--- config.mk ---
export PLATFORM = sky130hd
export DESIGN_NAME = approx_add_pipe
export DESIGN_NICKNAME = d
export VERILOG_FILES = /design/src/rtl/approx_add_pipe.sv
export SDC_FILE = /design/constraint.sdc
export NUM_CORES = 1
export LEC_CHECK = 0
export ABC_AREA = 1
export ABC_CLOCK_PERIOD_IN_PS = 3100
export BUFFER_PORTS_ARGS = -buffer_cell sky130_fd_sc_hd__buf_2
export CORE_ASPECT_RATIO = 1.5
export CORE_MARGIN = 4
export CORE_UTILIZATION = 30
export CTS_CLUSTER_DIAMETER = 200
export CTS_CLUSTER_SIZE = 12
export DETAILED_ROUTE_END_ITERATION = 10
export SETUP_SLACK_MARGIN = 0.4
export SYNTH_ARGS = -nofsm -noshare
export SYNTH_HDL_FRONTEND = slang
export SYNTH_SLANG_ARGS = --single-unit
--- constraint.sdc ---
create_clock -name clk -period 3.1 [get_ports clk]
set_clock_uncertainty 0.1 [all_clocks]
set_input_delay 0.62 -clock clk [delete_from_list [all_inputs] [get_ports clk]]
set_output_delay 0.62 -clock clk [all_outputs]
set_load 0.01 [all_outputs]
--- src/rtl/approx_add_pipe.sv ---
// Two-stage pipelined approximate signed adder: low k bits OR-approximated, upper bits exact
// with a carry predicted from bit k-1. Optional error monitor enabled by APPROX_ADD_ERR_MON_EN.
module approx_add_pipe #(
  parameter int W     = 8,
  parameter int K_MAX = 4,
  parameter int KW    = $clog2(K_MAX + 1),
  parameter int ACC_W = 32
) (
  input  logic             clk,
  input  logic             rst,
  input  logic             in_valid,
  output logic             in_ready,
  input  logic [W-1:0]     a,
  input  logic [W-1:0]     b,
  input  logic [KW-1:0]    k_sel,
  output logic             out_valid,
  input  logic             out_ready,
  output logic [W:0]       sum,
  input  logic             err_clr,
  output logic [ACC_W-1:0] err_cnt,
  output logic [ACC_W-1:0] err_abs_sum,
  output logic [W+1:0]     err_abs_max
);

  logic          s1_valid;
  logic [W-1:0]  s1_a;
  logic [W-1:0]  s1_b;
  logic [KW-1:0] s1_k;
  logic          s2_valid;
  logic [W:0]    s2_sum;

  logic          s2_load;
  logic          in_fire;
  logic          emit;
  logic [KW-1:0] k_clamp;

  // in_ready depends only on pipeline state and out_ready, never on in_valid
  assign s2_load   = !s2_valid || out_ready;
  assign in_ready  = !s1_valid || s2_load;
  assign in_fire   = in_valid && in_ready;
  assign emit      = s2_valid && out_ready;
  assign k_clamp   = (k_sel > KW'(K_MAX)) ? KW'(K_MAX) : k_sel;
  assign out_valid = s2_valid;
  assign sum       = s2_sum;

  logic [W:0]        a_x;
  logic [W:0]        b_x;
  logic [W:0]        low_mask;
  logic [W:0]        carry_mask;
  logic              c_in;
  logic signed [W:0] a_hi;
  logic signed [W:0] b_hi;
  logic [W:0]        hi_sum;
  logic [W:0]        approx_sum;

  always_comb begin
    a_x        = {s1_a[W-1], s1_a};
    b_x        = {s1_b[W-1], s1_b};
    low_mask   = ~({(W+1){1'b1}} << s1_k);
    // single bit at position k-1, empty when k = 0
    carry_mask = low_mask ^ (low_mask >> 1);
    c_in       = |(a_x & b_x & carry_mask);
    a_hi       = $signed(a_x) >>> s1_k;
    b_hi       = $signed(b_x) >>> s1_k;
    hi_sum     = a_hi + b_hi + {{W{1'b0}}, c_in};
    approx_sum = (hi_sum << s1_k) | ((a_x | b_x) & low_mask);
  end

  always_ff @(posedge clk or posedge rst) begin
    if (rst) begin
      s1_valid <= 1'b0;
      s1_a     <= '0;
      s1_b     <= '0;
      s1_k     <= '0;
      s2_valid <= 1'b0;
      s2_sum   <= '0;
    end else begin
      if (in_fire) begin
        s1_a <= a;
        s1_b <= b;
        s1_k <= k_clamp;
      end
      if (in_fire) begin
        s1_valid <= 1'b1;
      end else if (s2_load) begin
        s1_valid <= 1'b0;
      end
      if (s2_load) begin
        s2_valid <= s1_valid;
        if (s1_valid) begin
          s2_sum <= approx_sum;
        end
      end
    end
  end

`ifdef APPROX_ADD_ERR_MON_EN
  logic [W:0]          s2_exact;
  logic [W+1:0]        err_e;
  logic [W+1:0]        err_mag;
  logic [ACC_W:0]      abs_sum_ext;

  always_comb begin
    err_e       = {s2_sum[W], s2_sum} - {s2_exact[W], s2_exact};
    err_mag     = err_e[W+1] ? (~err_e + 1'b1) : err_e;
    abs_sum_ext = {1'b0, err_abs_sum} + (ACC_W+1)'(err_mag);
  end

  always_ff @(posedge clk or posedge rst) begin
    if (rst) begin
      s2_exact    <= '0;
      err_cnt     <= '0;
      err_abs_sum <= '0;
      err_abs_max <= '0;
    end else begin
      if (s2_load && s1_valid) begin
        s2_exact <= a_x + b_x;
      end
      if (err_clr) begin
        err_cnt     <= '0;
        err_abs_sum <= '0;
        err_abs_max <= '0;
      end else if (emit) begin
        if ((err_e != '0) && (err_cnt != '1)) begin
          err_cnt <= err_cnt + 1'b1;
        end
        err_abs_sum <= abs_sum_ext[ACC_W] ? '1 : abs_sum_ext[ACC_W-1:0];
        if (err_mag > err_abs_max) begin
          err_abs_max <= err_mag;
        end
      end
    end
  end
`else
  logic unused_mon;
  assign unused_mon  = err_clr ^ emit;
  assign err_cnt     = '0;
  assign err_abs_sum = '0;
  assign err_abs_max = '0;
`endif

endmodule
==> impl_metrics.ini <==
[run_status]
status = finished, final reports clean

[global_routing]
grtUsageMet2 = 0.2478
antenna_found_initial = 0
use_met3 = 0.01599
top_usage_layer = met2
grt_pass1_vias = 2662
grt_pass1_wl_mm = 12.36
gr-usage-met1 = 0.1287
track_usage = 0.1322
grt_max_degree = 31
grt_remaining_overflow = 0

[sta]
final_max_slew_viol_count = 0
setup_violations = 0
fin_crit_sh = 0.9551
fmax_mhz = 337.7
hold_viol = 0
rsz0062_at_grt = yes
period_needed_ns = 2.961
worst_pin_slew_ns = 0.7245
whs_ns = 0.2984
relSlewSlack = 0.5164
tns_ns = 0

[drt]
wl_per_cell_um = 13.06
wirelength_mm = 7.926
via_per_inst = 4.624
drtIter0Drc = 190
dr.pass1.iters = 4
vias = 2807
drc = 0
final_antenna_net_count = 0

[worst_setup_path]
crit_buf_inv = 4
slowest_delay_ns = 0.47
cp-end-kind = register
crit_type = register to register
cpMostUsedCell = nand3_2
crit_chain = buf_6 -> nand2_2 -> inv_2 -> nor2_4 -> inv_2 -> nor4_4 -> nor4_4 -> fa_2 -> fa_2 -> inv_2 -> nand2_2 -> nand2_2 -> nand3_2 -> nand3_2 -> nand3_2 -> nand3_2 -> nand2_1 -> nor2_1 -> nor2_1
r2r_start = s1_k[0]
path_depth = 19
crit_start = s1_k[0]
critPathLaunchType = register
timing.rr.end = sum[8]
reg2regPathDepth = 19
reg2reg_slack_ns = 0.14
worstPathArrival_ns = 3.03
crit_required_ns = 3.17
cp_top_family = simple AND/OR/NAND/NOR gates
cp_max_fo = 6
crit_slowest_cell = dfrtp_2

[min_path]
hold_class = input pin to asynchronous set/reset pin

[final_layout]
stdcell_area_sq_um = 3552
final_common_cell = nand2_1
layout_common_cells = nand2_1 (107), conb_1 (74), buf_2 (34)
drive_gt1_frac = 0.2825
post-route-util = 0.3625
area_growth_pct = 17.27
nets = 524
n_antenna_cell = 0

[placement]
hpwlAfterDp_mm = 6.265
finalWeightedCongestion = 0.8906
place_area_sq_um = 3108
port_buffers = 33

[die]
start_util = 0.3091
die_area_sq_um = 11800
ioPinCount = 109
die_w_um = 90.05
core-area_sq_um = 9799
dieHeight_um = 131.1
rows = 44

[power]
p_per_area_nw_per_um2 = 680.3
irDropWorstVdd_mv = 0.3519
leakagePower_nw = 1.844

[clocking]
cts.path.max_buffers = 2
cts_buffers = 5
clock-sinks = 30
htree_levels = 2
root_buffer = clkbuf_16
worstSkewPairLatency_ns = 0.28
cts_tree = done
clk_pin_slew_ns = 0.05

[yosys]
ys_types = 44
yosysSeqAreaShare = 0.2478
synth.ff_latch_count = 30
synth_ff_type = dfrtp_1
avgSynthCellArea_sq_um = 6.996
async_flop_share = 1.000
synth_edf_count = 0
synthTopCellsByArea = dfrtp_1 (25%), buf_4 (19%), nand2_1 (14%), nand3_1 (5.6%), o21ai_0 (5.3%)
yosysTopAreaCell = dfrtp_1
ys_warn_count = 0
synth_top_area_share = 0.2478
syn_area_sq_um = 3029
syn_inst = 433

[flow_run]
cap_violations = 0
[flip-flops by register name, indices dropped and copies added, names as in the netlist]
name	flops
s1_b	8
s1_k	3
s1_a	8
s1_valid	1
sum	9
out_valid	1
[synth_stat cells, types with 2 or more instances]
| library cell | number |
|---|---|
| a211oi_1 | 2 |
| a21oi_1 | 10 |
| a31oi_1 | 4 |
| buf_2 | 6 |
| buf_4 | 75 |
| buf_6 | 3 |
| clkbuf_8 | 3 |
| clkinv_1 | 2 |
| dfrtp_1 | 30 |
| fa_1 | 2 |
| ha_1 | 7 |
| inv_1 | 36 |
| inv_2 | 2 |
| mux2i_1 | 2 |
| nand2_1 | 115 |
| nand2_2 | 5 |
| nand3_1 | 34 |
| nand3_2 | 9 |
| nor2_1 | 16 |
| nor3_1 | 3 |
| nor4_1 | 4 |
| o211ai_1 | 3 |
| o21ai_0 | 32 |
| o21ai_1 | 6 |
| o21ai_2 | 2 |
| or2_1 | 2 |
[routing by layer]
metal,share of wire,up-vias
met5,0,-
met4,0.073,0
met3,0.056,30
met2,0.52,124
met1,0.35,1277
li1,-,1376
[kinds of logic (layout without fill, tap and decap cells)]
family | after synthesis | count (layout) | share of synthesized area
AND/OR/NAND/NOR | 193 | 193 | 0.2904
buffers and inverters | 131 | 117 | 0.2846
AO/OA/AOI/OAI | 66 | 66 | 0.1243
flip-flops | 30 | 30 | 0.2478
adder cells (fa/ha/maj) | 9 | 9 | 0.04213
multiplexers | 2 | 2 | 0.006609
other | 1 | 74 | 0.001238
XOR/XNOR | 1 | 1 | 0.002892
[where the power goes]
part / switching (mW) / internal (mW) / leakage (nW)
Combinational: 0.832 / 0.503 / 1.40
Sequential: 0.0662 / 0.489 / 0.359
Clock: 0.164 / 0.362 / 0.0832
[how the worst max path moves through the flow]
stage	endpoint	slack, ns
global placement	sum[8]	-0.06
detailed placement	sum[8]	-0.07
finish	sum[8]	0.14
floorplan	sum[3]	0.37
CTS	sum[5]	0.16
global route	sum[7]	-0.01
[metrics by stage]
step | cells | setup slack [ns] | total power, mW
floorplan | 506 | 0.3661 | 1.495
global placement | 587 | -0.06154 | 1.740
detailed placement | 587 | -0.07445 | 1.756
CTS | 601 | 0.1610 | 2.358
global route | 607 | -0.009705 | 2.617
finish | 607 | 0.1391 | 2.417
[final cells by class]
type | instances | area (sq um)
inverters | 42 | 172.7
well taps | 115 | 143.9
flip-flops and latches | 30 | 753.2
fillers | 1056 | 6247
repair buffers | 67 | 445.4
clock buffers | 8 | 166.4
multi-input cells | 345 | 1871
[timing repair]
item	in CTS	in global routing
setup buffers	6	6
endpoints found under the hold margin	0	0
hold buffers	0	0
endpoints found under the setup margin	8	8
resized for setup	26	29
pin swaps	16	13
[worst reg2reg max path, cell delays in order, from the launching register on]
cell	delay [ns]
dfrtp_2	0.47
buf_6	0.15
nand2_2	0.05
inv_2	0.04
nor2_4	0.10
inv_2	0.06
nor4_4	0.25
nor4_4	0.06
fa_2	0.39
fa_2	0.37
inv_2	0.08
nand2_2	0.05
nand2_2	0.08
nand3_2	0.10
nand3_2	0.10
nand3_2	0.09
nand3_2	0.07
nand2_1	0.05
nor2_1	0.12
nor2_1	0.06
(Power assumes the default switching activity.)
